## src/rtl/banco_registros_pkg.sv

```systemverilog
// Shared widths and constants for the register file, the ALU and the pipeline stages.
// Importers see one definition of the register-address and data-word formats.
package banco_registros_pkg;

    localparam int ANCHO    = 32;
    localparam int DIR      = 5;
    localparam int NREG     = 1 << DIR;
    localparam int REG_CERO = 0;

    typedef logic [DIR-1:0]   dir_reg_t;
    typedef logic [ANCHO-1:0] palabra_t;

    function automatic logic es_reg_cero(input dir_reg_t d);
        return d == dir_reg_t'(REG_CERO);
    endfunction

endpackage

```

## src/rtl/banco_registros_puerto_lectura.sv

```systemverilog
// One registered read port: zero-register check, write-through bypass and a
// stall-holdable output register.
module puerto_lectura
    import banco_registros_pkg::*;
#(
    parameter int ANCHO = banco_registros_pkg::ANCHO,
    parameter int DIR   = banco_registros_pkg::DIR
) (
    input  logic             clk,
    input  logic             reset,
    input  logic             retener,
    input  logic [DIR-1:0]   dirLec,
    input  logic [ANCHO-1:0] datoMem,
    input  logic             habEsc,
    input  logic [DIR-1:0]   dirEsc,
    input  logic [ANCHO-1:0] datoEsc,
    output logic [ANCHO-1:0] dato
);

    logic [ANCHO-1:0] dato_p0;
    logic [ANCHO-1:0] dato_p1;

    // A write landing on the address being read wins over the stored copy.
    function automatic logic [ANCHO-1:0] elegir_fuente(
        input logic [DIR-1:0]   lec,
        input logic [ANCHO-1:0] mem_val,
        input logic             we,
        input logic [DIR-1:0]   esc,
        input logic [ANCHO-1:0] esc_val
    );
        if (lec == DIR'(REG_CERO))
            return '0;
        else if (we && (esc == lec))
            return esc_val;
        else
            return mem_val;
    endfunction

    always_comb begin
        dato_p0 = elegir_fuente(dirLec, datoMem, habEsc, dirEsc, datoEsc);
    end

    // Stage boundary: operand register feeding the ALU.
    always_ff @(posedge clk) begin
        if (reset)
            dato_p1 <= '0;
        else if (!retener)
            dato_p1 <= dato_p0;
    end

    assign dato = dato_p1;

endmodule

```

## src/rtl/banco_registros.sv

```systemverilog
// 32x32 general-purpose register file with r0 tied to zero, two registered
// read ports with write-through bypass, stall hold, and a combinational debug port.
module banco_registros
    import banco_registros_pkg::*;
#(
    parameter int ANCHO = banco_registros_pkg::ANCHO,
    parameter int NREG  = banco_registros_pkg::NREG,
    parameter int DIR   = banco_registros_pkg::DIR
) (
    input  logic             clk,
    input  logic             reset,
    input  logic [DIR-1:0]   dirLec1,
    input  logic [DIR-1:0]   dirLec2,
    input  logic             retener,
    input  logic             habEsc,
    input  logic [DIR-1:0]   dirEsc,
    input  logic [ANCHO-1:0] datoEsc,
    output logic [ANCHO-1:0] dato1,
    output logic [ANCHO-1:0] dato2,
    input  logic [DIR-1:0]   dirDep,
    output logic [ANCHO-1:0] datoDep
);

    logic [ANCHO-1:0] regs_q [NREG];
    logic [ANCHO-1:0] vista  [NREG];
    logic [ANCHO-1:0] mem_lec1;
    logic [ANCHO-1:0] mem_lec2;

    // Reset wins over any write presented in the same cycle; r0 is never written.
    always_ff @(posedge clk) begin
        if (reset) begin
            for (int i = 0; i < NREG; i++)
                regs_q[i] <= '0;
        end else if (habEsc && (dirEsc != DIR'(REG_CERO))) begin
            regs_q[dirEsc] <= datoEsc;
        end
    end

    // Committed view of the file, with r0 forced to zero regardless of storage.
    always_comb begin
        for (int i = 0; i < NREG; i++)
            vista[i] = (i == REG_CERO) ? '0 : regs_q[i];
    end

    always_comb begin
        mem_lec1 = vista[dirLec1];
        mem_lec2 = vista[dirLec2];
        datoDep  = vista[dirDep];
    end

    puerto_lectura #(
        .ANCHO (ANCHO),
        .DIR   (DIR)
    ) u_puerto1 (
        .clk     (clk),
        .reset   (reset),
        .retener (retener),
        .dirLec  (dirLec1),
        .datoMem (mem_lec1),
        .habEsc  (habEsc),
        .dirEsc  (dirEsc),
        .datoEsc (datoEsc),
        .dato    (dato1)
    );

    puerto_lectura #(
        .ANCHO (ANCHO),
        .DIR   (DIR)
    ) u_puerto2 (
        .clk     (clk),
        .reset   (reset),
        .retener (retener),
        .dirLec  (dirLec2),
        .datoMem (mem_lec2),
        .habEsc  (habEsc),
        .dirEsc  (dirEsc),
        .datoEsc (datoEsc),
        .dato    (dato2)
    );

endmodule

```

## config.mk

```make
export PLATFORM = sky130hd
export DESIGN_NAME = banco_registros
export DESIGN_NICKNAME = d
export VERILOG_FILES = /design/src/rtl/banco_registros_pkg.sv /design/src/rtl/banco_registros_puerto_lectura.sv /design/src/rtl/banco_registros.sv
export SDC_FILE = /design/constraint.sdc
export NUM_CORES = 2
export LEC_CHECK = 0
export ABC_CLOCK_PERIOD_IN_PS = 5100
export CAP_MARGIN = 20
export CORE_UTILIZATION = 40
export DETAILED_ROUTE_END_ITERATION = 16
export PLACE_DENSITY_LB_ADDON = 0.08
export SLEW_MARGIN = 30
export SYNTH_ARGS = -nofsm -noshare
export SYNTH_HDL_FRONTEND = slang
export SYNTH_SLANG_ARGS = --single-unit
```

## constraint.sdc

```tcl
create_clock -name clk -period 5.1 [get_ports clk]
set_clock_uncertainty 0.15 [all_clocks]
set_input_delay 1.53 -clock clk [delete_from_list [all_inputs] [get_ports clk]]
set_output_delay 1.53 -clock clk [all_outputs]
set_load 0.02 [all_outputs]
```

==> metrics.md <==
| Metric | Value |
|---|---|
| Outcome | finished, violations left |
| Violated checks | setup timing |
| Asr flop ratio synth | 0% |
| Detailed-route DRC error count | 0 |
| H-tree depth | 4 |
| Worst EP arrival | 3.62 ns |
| Crit path capture type | output pin |
| Final Setup Violations | 32 |
| CTS Hold Bufs | 0 |
| Number of global-route vias before repair | between 40,000 and 50,000 |
| Crit path launch type | primary input |
| Non-filler cells, final | just under 7,000 |
| Via count | 47,800 |
| Vert. Die Dim | roughly 400 µm |
| Utilization after layout | about 48% |
| CTS Sinks | approximately 1,100 |
| Starting DRT DRC Count | around 8,000 |
| Fin crit share | 104% |
| Io pins | around 150 |
| Max-capacitance violation count | 0 |
| Placer Congestion | 0.931 |
| Power Density | ~320 nW/µm² |
| Row cnt | approximately 150 |
| Global-route wire length before repair | a little over 400 mm |
| Max Slew Vio Count | 0 |
| RSZ-0062 raised after global routing | true |
| F_max | 0.189 GHz |
| Warnings, synthesis | 0 |
| Vias per cell | between 7 and 8 |
| Synth Area in XOR/XNOR | less than 1% |
| Compound-cell area share of the yosys netlist | 6.10% |
| Antenna Violating Nets Remaining | 0 |
| Final hold violation count | 0 |
| Adder-cell share of the synthesized area | 0% |
| Main synth FF type | edfxtp_1 |
| Tmin final | 5.30 ns |
| Die area | ~160,000 µm² |
| GR Util All Layers | a little under two fifths |
| CTS clock-pin slew for the worst setup and hold paths | approximately 0.05 ns |
| Largest net degree at the start of global routing | 75 |
| Crit-path max FO | 7 |
| Rel. slew slack | 30.4% |
| Worst min-delay path category | flop to flop |
| Synth-to-Final Area Change | 20.0% |
| Die Wd | 399 µm |
| Fillers | 13,300 |
| Placed Cells | 6,422 |
| Share of layout cells above drive strength 1 | around 35% |
| Gr ovfl total | 0 |
| VDD IR max | between 0.3 and 0.4 mV |
| Avg Inst Size Synth | between 10 and 15 µm² |
| Clock buffer depth | 3 |
| Initial core utilization | between 40% and 50% |
| WL/cell | ~45 µm |
| CP Class | primary input to output pin |
| Cell count after synthesis | between 4,000 and 5,000 |
| Largest family of logic cells by synthesized area | multiplexers |
| Post-synth cell types | just under 60 |
| Post-DP HPWL | 190 mm |
| DRT Pass-1 Iters | 8 |
| EDFF count, synth | 992 |
| Sequential Area | between 30,000 and 40,000 µm² |
| Area of the multi-input gates | slightly above 30,000 µm² |
| Clk_lat worst skew | just under 0.8 ns |
| CTS tree | done |
| Setup TNS | -4.21 ns |
| Synth Register Bits | between 1,000 and 1,500 |
| Synth Area in Simple Gates | approximately an eighth |
| Initial antenna violation count | 56 |
| Core Box Area | about 160,000 µm² |
| Mux cell area share after synthesis | 29.2% |
| Seq/Total Area, Yosys | 49.2% |
| Worst EP required | 3.42 ns |
| Syn nets | approximately 4,400 |
| Final Net Count | roughly 4,600 |
| PortBufs | 151 |
| Post-Route WL | a little over 300 mm |
| Synthesized area | about 63,000 µm² |
| Top cell type's share of synthesized area | 47.1% |
| Top cells by area, synth | edfxtp_1, mux4_2, and2_1 |
| Clk root buf | clkbuf_16 |
| Total power | about 24 mW |
| P_leak | approximately 26 nW |
| Slew at the pin closest to its max-slew limit | around 1.0 ns |
| CTS Buf Count | 132 |
| Synth area leader | edfxtp_1 |
| Final WS setup | -0.202 ns |
| Pre-CTS setup slack | -0.985 ns |
## routing by layer
layer,vias to the layer above,global-route usage (%),wire length [µm]
li1,17800,-,-
met5,-,0,123
met1,25200,51.4,114000
met4,12,18.2,16300
met2,4062,54.8,131000
met3,797,12.9,43200
## registers in the layout (all words and copies together), names as in the netlist
| register | flops |
|---|---|
| regs_q | 992 |
| u_puerto1.dato | 32 |
| u_puerto2.dato | 32 |
## power breakdown
group	internal (mW)	switching (mW)	leakage (nW)	total, mW
registers	9.98	0.449	9.96	10.4
logic	1.90	2.33	14.4	4.23
clock network	5.74	4.06	2.16	9.80
total	17.6	6.84	26.5	24.5
## layout make-up
cell class / instances / area share (%)
sequential: 1056 / 41.0
multi-input combinational: 2779 / 40.5
timing repair buffer: 593 / 9.18
clock buffer: 167 / 4.76
tap: 2058 / 3.39
clock inverter: 78 / 1.06
antenna: 25 / 0.0825
inverter: 4 / 0.0214
## cell usage after synthesis, types with 8 or more instances
master	number
o41ai_1	14
a22o_1	64
nand2_1	83
and2_1	1008
buf_2	111
a21o_1	15
xnor2_1	9
buf_1	23
nand4_1	18
clkbuf_1	314
a21oi_1	38
nand3_1	14
o22ai_1	108
a22oi_1	106
nor2b_1	8
a221oi_1	15
nor4_1	14
a211oi_1	19
mux2i_1	163
buf_4	36
o21ai_0	57
o211ai_1	20
nor2_1	71
a221o_1	14
dfxtp_1	64
mux2_2	131
nand3b_1	9
a311oi_1	9
mux4_2	681
edfxtp_1	992
buf_6	8
## worst max-delay path: stages
cell       delay [ns]
buf_16           0.18
buf_16           0.19
clkbuf_16        0.18
mux4_2           0.50
mux4_2           0.52
mux2_4           0.33
buf_12           0.16
## kinds of logic (layout without fill, tap and decap cells)
group                     Yosys count  count (layout)
AOI/OAI and AO/OA                 534             534
other                               0              25
buffers and inverters             497             842
muxes                             975             975
DFF                              1056            1056
and+or+nand+nor                  1260            1260
xor gates and xnor gates           10              10
## stage by stage
stage	instance area [µm²]	hold slack (ns)
floorplan	63200	0.406
global placement	69900	0.327
detailed placement	69900	0.334
CTS	75800	0.349
global route	75800	0.370
finish	75900	0.349
## worst paths after layout
kind,from,end,slack (ns),cells after the start
worst max-delay path,dirDep[0],datoDep[15],-0.20,7
worst min-delay path,u_puerto2.dato[17],u_puerto2.dato[17],0.35,2
worst max register to register,regs_q[3][25],u_puerto1.dato[25],2.71,5
worst min register to register,u_puerto2.dato[17],u_puerto2.dato[17],0.35,2
## cell usage in the layout (no fill, tap or decap), drive strengths merged, types with 8 or more instances in the layout
master and instances:
mux2i 163, nor4 15, buf 500, o21ai 57
o41ai 14, nand3b 9, xnor2 10, and2 1008
diode 25, o22ai 108, nand3 14, a21o 15
nor2b 8, inv 12, clkbuf 169, nand4 18
mux2 131, mux4 681, edfxtp 992, a221o 14
a22oi 106, nand2 83, clkinv 49, a221oi 15
a22o 64, clkdlybuf4s50 87, a211oi 19, a311oi 9
a21oi 38, bufinv 14, nor2 73, dfxtp 64
o211ai 20
## what timing repair did
| item | in CTS | in global routing |
|---|---|---|
| pin swaps | 5 | 1 |
| endpoints found under the setup margin | 32 | 32 |
| buffers inserted | 47 | 10 |
| gates resized for setup | 232 | 22 |
| gates cloned | 20 | 2 |
Note: power is estimated with default switching activity, not from simulation.
